### config.mk
export PLATFORM = sky130hd
export DESIGN_NAME = hwpe_ctrl_periph_rf_bridge
export DESIGN_NICKNAME = d
export VERILOG_FILES = /design/src/rtl/hwpe_ctrl_periph_rf_bridge.sv
export SDC_FILE = /design/constraint.sdc
export NUM_CORES = 1
export LEC_CHECK = 0
export BUFFER_PORTS_ARGS = -buffer_cell sky130_fd_sc_hd__buf_2
export CAP_MARGIN = 20
export CORE_MARGIN = 2
export CORE_UTILIZATION = 42
export DETAILED_ROUTE_END_ITERATION = 10
export PLACE_DENSITY = 0.95
export SLEW_MARGIN = 20
export SYNTH_ARGS = -nofsm -noshare
export SYNTH_HDL_FRONTEND = slang
export SYNTH_SLANG_ARGS = --single-unit
### constraint.sdc
create_clock -name clk_i -period 2.36 [get_ports clk_i]
set_input_delay 0.472 -clock clk_i [delete_from_list [all_inputs] [get_ports clk_i]]
set_output_delay 0.472 -clock clk_i [all_outputs]
set_load 0.005 [all_outputs]
### src/rtl/hwpe_ctrl_periph_rf_bridge.sv
// Periph-bus target in front of the controller register file.
// Adds a small control space (trigger/status/job-id/clear) and a job FSM.
module hwpe_ctrl_periph_rf_bridge #(
   parameter int unsigned AddrWidth = 5,
   parameter int unsigned DataWidth = 32,
   parameter int unsigned IdWidth   = 8
) (
   input  logic                   clk_i,
   input  logic                   rst_i,
   input  logic                   req_i,
   output logic                   gnt_o,
   input  logic [AddrWidth+2:0]   add_i,
   input  logic                   wen_i,
   input  logic [DataWidth/8-1:0] be_i,
   input  logic [DataWidth-1:0]   data_i,
   input  logic [IdWidth-1:0]     id_i,
   output logic [DataWidth-1:0]   r_data_o,
   output logic                   r_valid_o,
   output logic [IdWidth-1:0]     r_id_o,
   output logic                   rf_re_o,
   output logic [AddrWidth-1:0]   rf_raddr_o,
   input  logic [DataWidth-1:0]   rf_rdata_i,
   output logic                   rf_we_o,
   output logic [AddrWidth-1:0]   rf_waddr_o,
   output logic [DataWidth-1:0]   rf_wdata_o,
   output logic [DataWidth/8-1:0] rf_wbe_o,
   output logic                   rf_clear_o,
   output logic                   start_o,
   input  logic                   busy_i,
   input  logic                   done_i,
   output logic                   evt_o,
   output logic [IdWidth-1:0]     job_id_o
);

   localparam logic [0:0] StIdle    = 1'b0;
   localparam logic [0:0] StRunning = 1'b1;

   localparam logic [1:0] OffTrigger = 2'd0;
   localparam logic [1:0] OffStatus  = 2'd1;
   localparam logic [1:0] OffJobId   = 2'd2;
   localparam logic [1:0] OffClear   = 2'd3;

   logic [0:0]           state_q, state_d;
   logic [IdWidth-1:0]   job_id_q, job_id_d;
   logic                 r_valid_q, r_valid_d;
   logic [IdWidth-1:0]   r_id_q, r_id_d;
   logic [DataWidth-1:0] r_data_q, r_data_d;

   logic       is_ctrl;
   logic       is_wr;
   logic [1:0] off;
   logic       running;
   logic       stall;
   logic       gnt;
   logic       trigger;
   logic       soft_clear;
   logic       unused_addr;

   assign is_ctrl = add_i[AddrWidth+2];
   assign is_wr   = ~wen_i;
   assign off     = add_i[3:2];
   assign running = (state_q == StRunning);

   // byte-offset bits never select anything
   assign unused_addr = ^add_i[1:0];

   // writes that would disturb a running job wait for it to finish
   assign stall = running & is_wr
                & (~is_ctrl | (off == OffTrigger));
   assign gnt   = req_i & ~stall;
   assign gnt_o = gnt;

   assign trigger    = gnt & is_wr & is_ctrl
                     & (off == OffTrigger);
   assign soft_clear = gnt & is_wr & is_ctrl
                     & (off == OffClear);

   assign rf_re_o    = gnt & wen_i & ~is_ctrl;
   assign rf_raddr_o = add_i[AddrWidth+1:2];
   assign rf_we_o    = gnt & is_wr & ~is_ctrl;
   assign rf_waddr_o = add_i[AddrWidth+1:2];
   assign rf_wdata_o = data_i;
   assign rf_wbe_o   = be_i;
   assign rf_clear_o = soft_clear;

   assign start_o = trigger;
   assign evt_o   = running & done_i & ~soft_clear;

   assign r_valid_o = r_valid_q;
   assign r_id_o    = r_id_q;
   assign r_data_o  = r_data_q;
   assign job_id_o  = job_id_q;

   // job FSM: soft clear wins over trigger and done
   always_comb begin
      state_d  = state_q;
      job_id_d = job_id_q;
      if (soft_clear) begin
         state_d = StIdle;
      end else if (trigger) begin
         state_d  = StRunning;
         job_id_d = job_id_q + IdWidth'(1);
      end else if (running && done_i) begin
         state_d = StIdle;
      end
   end

   // response path: every grant answers one cycle later
   always_comb begin
      r_valid_d = gnt;
      r_id_d    = gnt ? id_i : '0;
      r_data_d  = '0;
      if (gnt && wen_i) begin
         if (!is_ctrl) begin
            r_data_d = rf_rdata_i;
         end else begin
            case (off)
               OffStatus: r_data_d[1:0] = {busy_i, running};
               OffJobId:  r_data_d = DataWidth'(job_id_q);
               default:   r_data_d = '0;
            endcase
         end
      end
   end

   // state and response registers
   always_ff @(posedge clk_i or posedge rst_i) begin
      if (rst_i) begin
         state_q   <= StIdle;
         job_id_q  <= '0;
         r_valid_q <= 1'b0;
         r_id_q    <= '0;
         r_data_q  <= '0;
      end else begin
         state_q   <= state_d;
         job_id_q  <= job_id_d;
         r_valid_q <= r_valid_d;
         r_id_q    <= r_id_d;
         r_data_q  <= r_data_d;
      end
   end

endmodule

==> results.md, run 1 <==
* Status: complete, no violations
* Most used DFF post-synth: dfrtp_1
* CTS Sinks at 50
* GRT Overall Usage at between 10% and 20%
* Critical path peak fanout at 13
* Placer Congestion at 0.787
* Count leader, synth: dfrtp_1
* Number of global-route vias before repair at 1474
* Netlist cell types at 29
* Asr flop ratio synth at between 90% and 100%
* Post-place instance area at 0.00257 mm²
* Non-filler cells, final at approximately 330
* Clock Latency Late Sink at between 0.2 and 0.3 ns
* R2R depth at 3
* CP Capture Type: output port
* Largest net degree at the start of global routing at 27
* Syn_nets at about 290
* Period utilization at around 90%
* Reg2reg end: job_id_o[1]
* Vias per inst at 4.60
* Yosys warns at 0
* CTS Root Cell: clkbuf_8
* Final Hold Violating Endpoints at 0
* Metal1 wirelength at approximately 1900 µm
* Critical R2R Launch: running
* Seq pwr share at approximately 54%
* Routed len/inst at between 15 and 20 µm
* Initial DRC count at 45
* Max cap viols at 0
* Peak supply drop at 352 µV
* DR pass1 iterations at 4
* First-pass GRT wire length at ~8000 µm
* Total CTS buffers at 5
* Clock power frac at 33.2%
* Std-Cell Rows at 27
* Leak pwr at approximately 1.6 nW
* Crit path DAT at approximately 1.7 ns
* Multi-input combinational cell area at 643 µm²
* Placed Instances at ~320
* Layout area overhead at 16.0%
* Io pins at between 150 and 200
* Detail Placement HPWL at roughly 4500 µm
* H-Tree Depth at 2
* Fill cells at between 400 and 500
* Initial antenna violation count at 1
* Chip width at just under 80 µm
* Worst setup path class: in2out
* Final setup fails at 0
* Top post-synthesis cells by count: 50 x dfrtp_1, 47 x buf_4, 25 x and2_1
* Diodes inserted at 0
* Via count at 1524
* Post-synth top area share at a little over half
* Cts hold-fix bufs at 0
* Setup bufs post-CTS at 0
* Final Cell Area at 0.00268 mm²
* Nets at around 350
* Area contributors post-synth: dfrtp_1 54%, buf_4 15%, and2_1 6.8%, and2_4 3.0%, ha_1 2.7%
* Fmax at between 400 and 500 MHz
* Total net switching power at approximately 0.4 mW
* Final wirelength at between 5000 and 6000 µm
* Synth Cell Area at around 0.0023 mm²
* Sequential Area at about 0.0013 mm²
* CTS tree: yes
* I/O Buffers at between 100 and 150
* Max_slew headroom at between 70% and 80%
* Sequential area share after synthesis at 54.1%
* Gate power share at between 10% and 20%
* Die Ht at 78.2 µm
* EDFF count, synth at 0
* Routed Antenna Nets at 0
* Crit start category: input pin
* Pwr dens at around 640 mW/mm²
* RSZ-0062 raised after global routing: false
* R2r setup slk at ~0.95 ns
* Top sig layer: met5
* Die area at approximately 0.006 mm²
* CTS max path bufs at 2
* Final slew viol count at 0
* Post-route DRC at 0
* Grt total ovfl at 0
* Met2 wire length at 2730 µm
* Gate count of the mapped netlist at 193
* Initial Utilization at a little over two fifths
* P_int at about 1.3 mW
* Worst-path clk slew at approximately 0.08 ns
* Routed wl met3 at 757 µm
* Post-synth top area cell: dfrtp_1
* Crit path required time at 1.89 ns
* Core area at 0.00541 mm²
* Final Skew at ~0.006 ns
* Sw Ratio at 22.8%
* Worst-Margin Slew at approximately 0.44 ns
* Share of cells above drive strength 1 at around half
* TNS Setup at 0 ns
* Worst min-delay path class: in2async
* Final Power at between 1.5 and 2 mW
* Register bit count reported by yosys at 50
* Tmin final at ~2.2 ns
* Syn avg cell area at ~12 µm²
* Post-cts resize count at 0
## placed cells by master (no fill, tap or decap)
| cell | count |
|---|---|
| inv_1 | 5 |
| a311o_1 | 1 |
| buf_4 | 4 |
| dfrtp_1 | 50 |
| nor2b_4 | 1 |
| nand2_1 | 5 |
| a22o_1 | 6 |
| o22ai_1 | 2 |
| nor2_1 | 2 |
| xnor2_1 | 7 |
| clkinvlp_4 | 1 |
| and2b_1 | 1 |
| nand2_4 | 1 |
| inv_2 | 1 |
| nand4_1 | 4 |
| clkbuf_1 | 1 |
| mux2_4 | 1 |
| nor2b_1 | 3 |
| nor3b_1 | 1 |
| and4bb_1 | 1 |
| bufinv_16 | 1 |
| ha_1 | 5 |
| and2_4 | 8 |
| o31a_4 | 1 |
| a31oi_1 | 1 |
| buf_2 | 107 |
| nand3_1 | 2 |
| and3_1 | 2 |
| and2_1 | 25 |
| clkbuf_8 | 5 |
| and4b_1 | 1 |
| and4_1 | 1 |
| a22oi_1 | 2 |
## logic make-up after synthesis
group / synth area share, %
muxes: 0.649
xor gates and xnor gates: 2.65
and+or+nand+nor: 16.9
DFF: 54.1
buffers and inverters: 18.1
AOI/OAI and AO/OA: 4.92
adders and majority gates: 2.71
## final cells by class
type | instances | area share (%)
Clock buffer | 6 | 2.71
Inverter | 6 | 0.840
Clock inverter | 2 | 1.40
Timing Repair Buffer | 111 | 21.1
Sequential cell | 50 | 46.6
Tap cell | 72 | 3.36
Multi-Input combinational cell | 84 | 24.0
## power by group through the flow
stage | Clock [mW] | Combinational [mW] | Sequential, mW
floorplan | 0 | 0.169 | 0.946
global placement | 0 | 0.215 | 0.948
global route | 0.632 | 0.243 | 0.941
finish | 0.573 | 0.219 | 0.934
detailed placement | 0 | 0.221 | 0.951
CTS | 0.591 | 0.223 | 0.934
## per-stage QoR
step,util (%),worst slack (ns),hold slack [ns]
5_1_grt,49.6,0.165,0.0741
3_5_place_dp,47.6,0.205,0.391
6_report,49.6,0.208,0.0765
2_1_floorplan,-,0.549,0.489
4_1_cts,49.6,0.200,0.0723
3_3_place_gp,47.6,0.257,0.386
## layer usage
layer  GRT usage (%)  up-vias
met4            5.26        2
met3            9.89        7
met5               0        -
met2            30.7      120
li1                -      703
met1            17.8      692
## sequential cells by signal, indices dropped and copies added, names as in the netlist
name,flops
running,1
r_id_o,8
r_data_o,32
job_id_o,8
r_valid_o,1
## how the worst max path moves through the flow
stage	to	slack (ns)	from
6_report	start_o	0.21	add_i[2]
5_1_grt	start_o	0.17	add_i[2]
4_1_cts	start_o	0.20	add_i[2]
3_5_place_dp	start_o	0.20	add_i[2]
3_3_place_gp	start_o	0.26	add_i[2]
2_1_floorplan	rf_we_o	0.55	add_i[2]
## worst max-delay path, cell delays in order
cell and delay (ns):
buf_2 0.13, inv_1 0.08, ha_1 0.26, nor2b_4 0.06
o31a_4 0.34, and3_1 0.21, buf_2 0.12
(Power assumes the default switching activity.)
==> run 2, diff against run 1 <==
--- a/config.mk
+++ b/config.mk
@@ -11,2 +11,3 @@
 export CORE_UTILIZATION = 42
+export CTS_CLUSTER_SIZE = 12
 export DETAILED_ROUTE_END_ITERATION = 10
==> constraint.sdc (replaced) <==
create_clock -name clk_i -period 2.36 [get_ports clk_i]
set_input_delay 0.118 -clock clk_i [delete_from_list [all_inputs] [get_ports clk_i]]
set_output_delay 0.118 -clock clk_i [all_outputs]
set_load 0.005 [all_outputs]
==> run 2 against run 1 <==
  * The run now ends with negative hold slack left
  * Final area fell by 0.79%
  * Critical path type is now reg2out
  * Wire length shrank 3.0%
  * Hold slack lost 0.13 ns
  * Sequential share of layout area up 0.37 points
  * Clock skew shrank 0.0052 ns
  * Sequential power about the same
  * Combinational power about the same
  * Total power hardly changed
  * Final cell count fell by 0.91%
  * Register-to-register slack about the same
==> results.md, run 2 (same netlist as run 1, synthesis figures left out) <==
* Worst hold slack at -0.0549 ns (-0.131 ns)
* Worst-path clk slew at 0.08 ns (about the same)
* Reg2reg end: job_id_o[1]
* Share of cells above drive strength 1 at 50.0% (-0.58 points)
* Setup bufs post-CTS at 0 (unchanged)
* Critical R2R Launch: running
* Pwr dens at 649 mW/mm² (+0.87%)
* Nets at 350 (-0.85%)
* RSZ-0062 raised after global routing: false
* CTS tree: yes
* Max cap viols at 0 (unchanged)
* Crit start category: flip-flop
* First-pass GRT wire length at 7820 µm (-2.5%)
* CTS max path bufs at 2 (unchanged)
* WP buf/inv at 2 (-1)
* Period utilization at 70.3% (-21 points)
* Crit path required time at 2.24 ns (+0.35 ns)
* Final wirelength at 5240 µm (-3.0%)
* Largest stage delay, worst path at 0.42 ns (+0.08 ns)
* Post-cts resize count at 0 (unchanged)
* R2r setup slk at 0.94 ns (about the same)
* Max reg flops at 32 (unchanged)
* Clock Latency Late Sink at 0.29 ns (about the same)
* Layout area overhead at 15.1%
* Routed len/inst at 16.0 µm (-2.1%)
* Crit path max-delay family: compound AO/OA/AOI/OAI gates
* Detail Placement HPWL at 4260 µm (-4.3%)
* DP Worst Slack at 0.845 ns (+0.640 ns)
* R2R depth at 3 (unchanged)
* I/O Buffers at 107 (unchanged)
* Status: finished, violations left
* Number of global-route vias before repair at 1441 (-2.2%)
* Final Power at 1.73 mW (about the same)
* Critical path peak fanout at 13 (unchanged)
* Total CTS buffers at 5 (unchanged)
* Initial DRC count at 19 (-58%)
* CTS Root Cell: clkbuf_8
* Final setup fails at 0 (unchanged)
* Grt total ovfl at 0 (unchanged)
* Routed Antenna Nets at 0 (unchanged)
* Slowest-stage cell, CP: o31a_4
* Failing checks: negative hold slack
* Crit path DAT at 1.54 ns (-0.14 ns)
* Core area at 0.00541 mm² (unchanged)
* Final Hold Violating Endpoints at 50 (+50)
* Die Ht at 78.2 µm (unchanged)
* Initial Utilization at 42.8% (unchanged)
* Worst setup margin at 0.701 ns (+0.492 ns)
* Leak pwr at 1.55 nW (-0.97%)
* Worst setup path class: reg2out
* H-Tree Depth at 2 (unchanged)
* Final slew viol count at 0 (unchanged)
* Cts hold-fix bufs at 0 (unchanged)
* Max_slew headroom at 44.6% (-26 points)
* Worst-Margin Slew at 0.830 ns (+0.385 ns)
* Tmin final at 1.66 ns (-0.492 ns)
* GRT Overall Usage at 17.2% (-0.30 points)
* Std-Cell Rows at 27 (unchanged)
* CTS Sinks at 50 (unchanged)
* DR pass1 iterations at 4 (unchanged)
* Origin of the worst setup path: running
* Vias per inst at 4.56 (-0.94%)
* Commonest non-fill, non-tap cells in the layout: 107 x buf_2, 50 x dfrtp_1, 25 x and2_1
* Io pins at 191 (unchanged)
* Placer Congestion at 0.788 (about the same)
* Peak supply drop at 364 µV (+3.6%)
* Via count at 1496 (-1.8%)
* Largest net degree at the start of global routing at 51 (+89%)
* Cells along the critical path: inv_1 > o31a_4 > and3_1 > buf_2
* Post-route DRC at 0 (unchanged)
* Die area at 0.00611 mm² (unchanged)
* Diodes inserted at 0 (unchanged)
* Most common cell after layout, fill and taps aside: buf_2
* Initial antenna violation count at 0 (-1)
* Final Skew at 0.000935 ns (-0.00516 ns)
* Worst min-delay path class: in2async
* Fmax at 603 MHz (+30%)
* Chip width at 78.2 µm (unchanged)
* TNS Setup at 0 ns (unchanged)
* CP Capture Type: output port
## run 2: cell count changes in the layout (fill, tap and decap cells not counted)
cell,delta
inv_2,-1
buf_4,-3
clkinv_2,+1
## run 2: worst reg2reg max path: cells and delay by family, from the launching register on
kind	cells	cell delay [ns]
flip-flops	1	0.42
AND/OR/NAND/NOR	2	0.58
multiplexers	1	0.31
## run 2: worst max-delay path by stage
stage,endpoint,depth (start not counted),slack (ns)
global placement,job_id_o[1],6,0.88
global route,start_o,4,0.63
CTS,start_o,4,0.68
finish,start_o,4,0.70
detailed placement,job_id_o[1],6,0.85
floorplan,job_id_o[0],1,1.04
## run 2: stage by stage
step                std cells  area [µm²]  util [%]
floorplan                 193        2310         -
global placement          320        2550      47.2
detailed placement        320        2550      47.2
CTS                       328        2660      49.2
global route              328        2660      49.2
finish                    328        2660      49.2
## run 2: metal layers
metal,up-vias,GRT usage [%],part of all wire (%)
li1,699,-,-
met1,671,17.3,35
met2,120,29.8,49
met3,6,9.77,15
met4,0,6.32,1.3
met5,-,0,0
## run 2: where the power goes
part	switching, mW	internal (mW)	total, mW	leakage (nW)
Sequential	0.0368	0.896	0.933	0.677
Clock	0.262	0.316	0.577	0.0514
Combinational	0.0998	0.116	0.216	0.817
## run 2: cell type report
class	count	area [µm²]
Multi-Input combinational cell	84	643
Inverter	6	23.8
Timing Repair Buffer	108	543
Fill cell	481	2740
Sequential cell	50	1250
Clock buffer	6	72.6
Clock inverter	2	37.5
Tap cell	72	90.1
==> run 3, diff against run 2 <==
- CORE_UTILIZATION: 42 -> 35
- PLACE_DENSITY: 0.95 -> 0.88
- clock period: 2.36 -> 1.45 ns (I/O delays scaled with it)
==> run 3 against run 2 <==
  * The run now ends clean
  * Non-clock buffer count rose by 43
  * Clock skew increased by 0.0025 ns
  * Final area up 16%
  * Via count up 12%
  * Die area increased by 19%
  * Wire length up 17%
  * Sequential cell count unchanged
  * Global-route usage shrank 0.79 points
  * Setup slack got worse by 0.67 ns
  * Core utilization down 0.96 points
==> results.md, run 3 (same netlist as run 1, synthesis figures left out) <==
* P_int at 2.11 mW (+59%)
* CP Capture Type: flip-flop
* Share of cells above drive strength 1 at 45.8% (-4.2 points)
* Worst min-delay path class: in2reg
* Crit path required time at 1.64 ns (-0.60 ns)
* Final wirelength at 6110 µm (+17%)
* Worst hold slack at 0.0232 ns (+0.0781 ns)
* R2R depth at 4 (+1)
* R2r setup slk at 0.03 ns (-0.91 ns)
* Initial Utilization at 36.2% (-6.6 points)
* Routed Antenna Nets at 0 (unchanged)
* Worst setup margin at 0.0286 ns (-0.672 ns)
* Most common cell after layout, fill and taps aside: buf_2
* Critical R2R Launch: running
* Crit path DAT at 1.61 ns (+0.07 ns)
* Clock power frac at 29.2% (-4.2 points)
* Worst Hold Endpoint: r_data_o[22]
* Hold path startpoint: rf_rdata_i[22]
* Placer Congestion at 0.703 (-11%)
* RSZ-0062 raised after global routing: true
* Diodes inserted at 0 (unchanged)
* Nets at 393 (+12%)
* First-pass GRT wire length at 9060 µm (+16%)
* Seq pwr share at 54.7% (+0.6 points)
* Placed Instances at 328 (+2.5%)
* Fin util at 48.3% (-0.96 points)
* Post-route DRC at 0 (unchanged)
* Post-place instance area at 0.00259 mm² (+1.6%)
* Total net switching power at 0.665 mW (+67%)
* Chip width at 85.3 µm (+9.1%)
* Critical path peak fanout at 7 (-6)
* Vias per inst at 4.47 (-1.9%)
* DP Worst Slack at -0.0161 ns (-0.861 ns)
* Final Cell Area at 0.00308 mm² (+16%)
* Gate power share at 16.2% (+3.7 points)
* Pwr dens at 900 mW/mm² (+39%)
* Final setup fails at 0 (unchanged)
* Io pins at 191 (unchanged)
* Crit start category: flip-flop
* H-Tree Depth at 2 (unchanged)
* Non-filler cells, final at 376 (+15%)
* CTS tree: yes
* CTS Root Cell: clkbuf_8
* Status: complete, no violations
* Detail Placement HPWL at 4440 µm (+4.2%)
* Routed len/inst at 16.3 µm (+1.7%)
* Number of global-route vias before repair at 1721 (+19%)
* Tmin final at roughly 1.4 ns
* Clock Latency Late Sink at 0.29 ns (about the same)
* Worst-Margin Slew at 0.505 ns (-0.325 ns)
* GRT Overall Usage at 16.5% (-0.79 points)
* Die area at 0.00727 mm² (+19%)
* Worst setup path class: reg2reg
* Final Power at 2.77 mW (+61%)
* Via count at 1682 (+12%)
* I/O Buffers at 107 (unchanged)
* Commonest non-fill, non-tap cells in the layout: 107 x buf_2, 50 x dfrtp_1, 37 x dlygate4sd3_1
* Std-Cell Rows at 29 (+7.4%)
* Peak supply drop at 499 µV (+37%)
* Worst-path clk slew at 0.09 ns (about the same)
* Grt total ovfl at 0 (unchanged)
* Reg2reg end: job_id_o[1]
* Origin of the worst setup path: running
* Leak pwr at 1.72 nW (+11%)
* Hold Path Depth at 2
* CTS Sinks at 50 (unchanged)
* Final slew viol count at 0 (unchanged)
* Layout area overhead at 33.3%
* DR pass1 iterations at 4 (unchanged)
* TNS Setup at 0 ns (unchanged)
* Final Hold Violating Endpoints at 0 (-100%)
* Max cap viols at 0 (unchanged)
* Sw Ratio at 24.0% (+0.93 points)
* Initial DRC count at 32 (+13)
* Max reg flops at 32 (unchanged)
* Final Skew at 0.00342 ns (+0.00249 ns)
* CTS max path bufs at 2 (unchanged)
* Largest net degree at the start of global routing at 32 (-37%)
* Max_slew headroom at 66.2% (+22 points)
* Total CTS buffers at 5 (unchanged)
* Core area at 0.00639 mm² (+18%)
* Fmax at 704 MHz
* Initial antenna violation count at 0 (unchanged)
* Die Ht at 85.3 µm (+9.1%)
* Period utilization at 98.0%
## run 3: per-layer routing
layer	routed length [µm]	share of wire, %	GRT usage [%]
met4	69	1.1	4.91
met3	618	10	5.93
met1	2080	34	16.4
met2	3350	55	31.5
met5	0	0	0
## run 3: what timing repair did
item	4_1_cts	5_1_grt
endpoints found under the hold margin	55	1
gates resized for setup	1	2
pin swaps	1	0
setup buffers	3	0
hold buffers	36	1
setup endpoints to repair	3	3
## run 3: final cells by class
type | count | area [µm²]
Tap cell | 77 | 96.3
Sequential cell | 50 | 1250
Inverter | 6 | 22.5
Clock inverter | 2 | 12.5
Clock buffer | 6 | 82.6
Multi-Input combinational cell | 84 | 647
Fill cell | 581 | 3300
Timing Repair Buffer | 151 | 971
## run 3: critical path, cell delays in order (launching register included)
cell      delay, ns
dfrtp_1        0.40
buf_4          0.15
and4bb_4       0.40
nand2_4        0.06
mux2_4         0.29
## run 3: worst max path at each step
stage / endpoint / slack [ns] / cells past startpoint
final: job_id_o[1] / 0.03 / 4
after global routing: start_o / -0.006 / 4
after CTS: job_id_o[1] / 0.02 / 4
after detailed placement: job_id_o[1] / -0.02 / 6
after global placement: job_id_o[1] / 0.05 / 6
after floorplan: job_id_o[0] / 0.18 / 1
## run 3: power groups by stage
stage | clock, mW | sequential (mW) | combinational, mW
2_1_floorplan | 0 | 1.54 | 0.275
3_3_place_gp | 0 | 1.54 | 0.360
3_5_place_dp | 0 | 1.55 | 0.369
4_1_cts | 0.862 | 1.52 | 0.452
5_1_grt | 0.905 | 1.53 | 0.496
6_report | 0.809 | 1.52 | 0.448
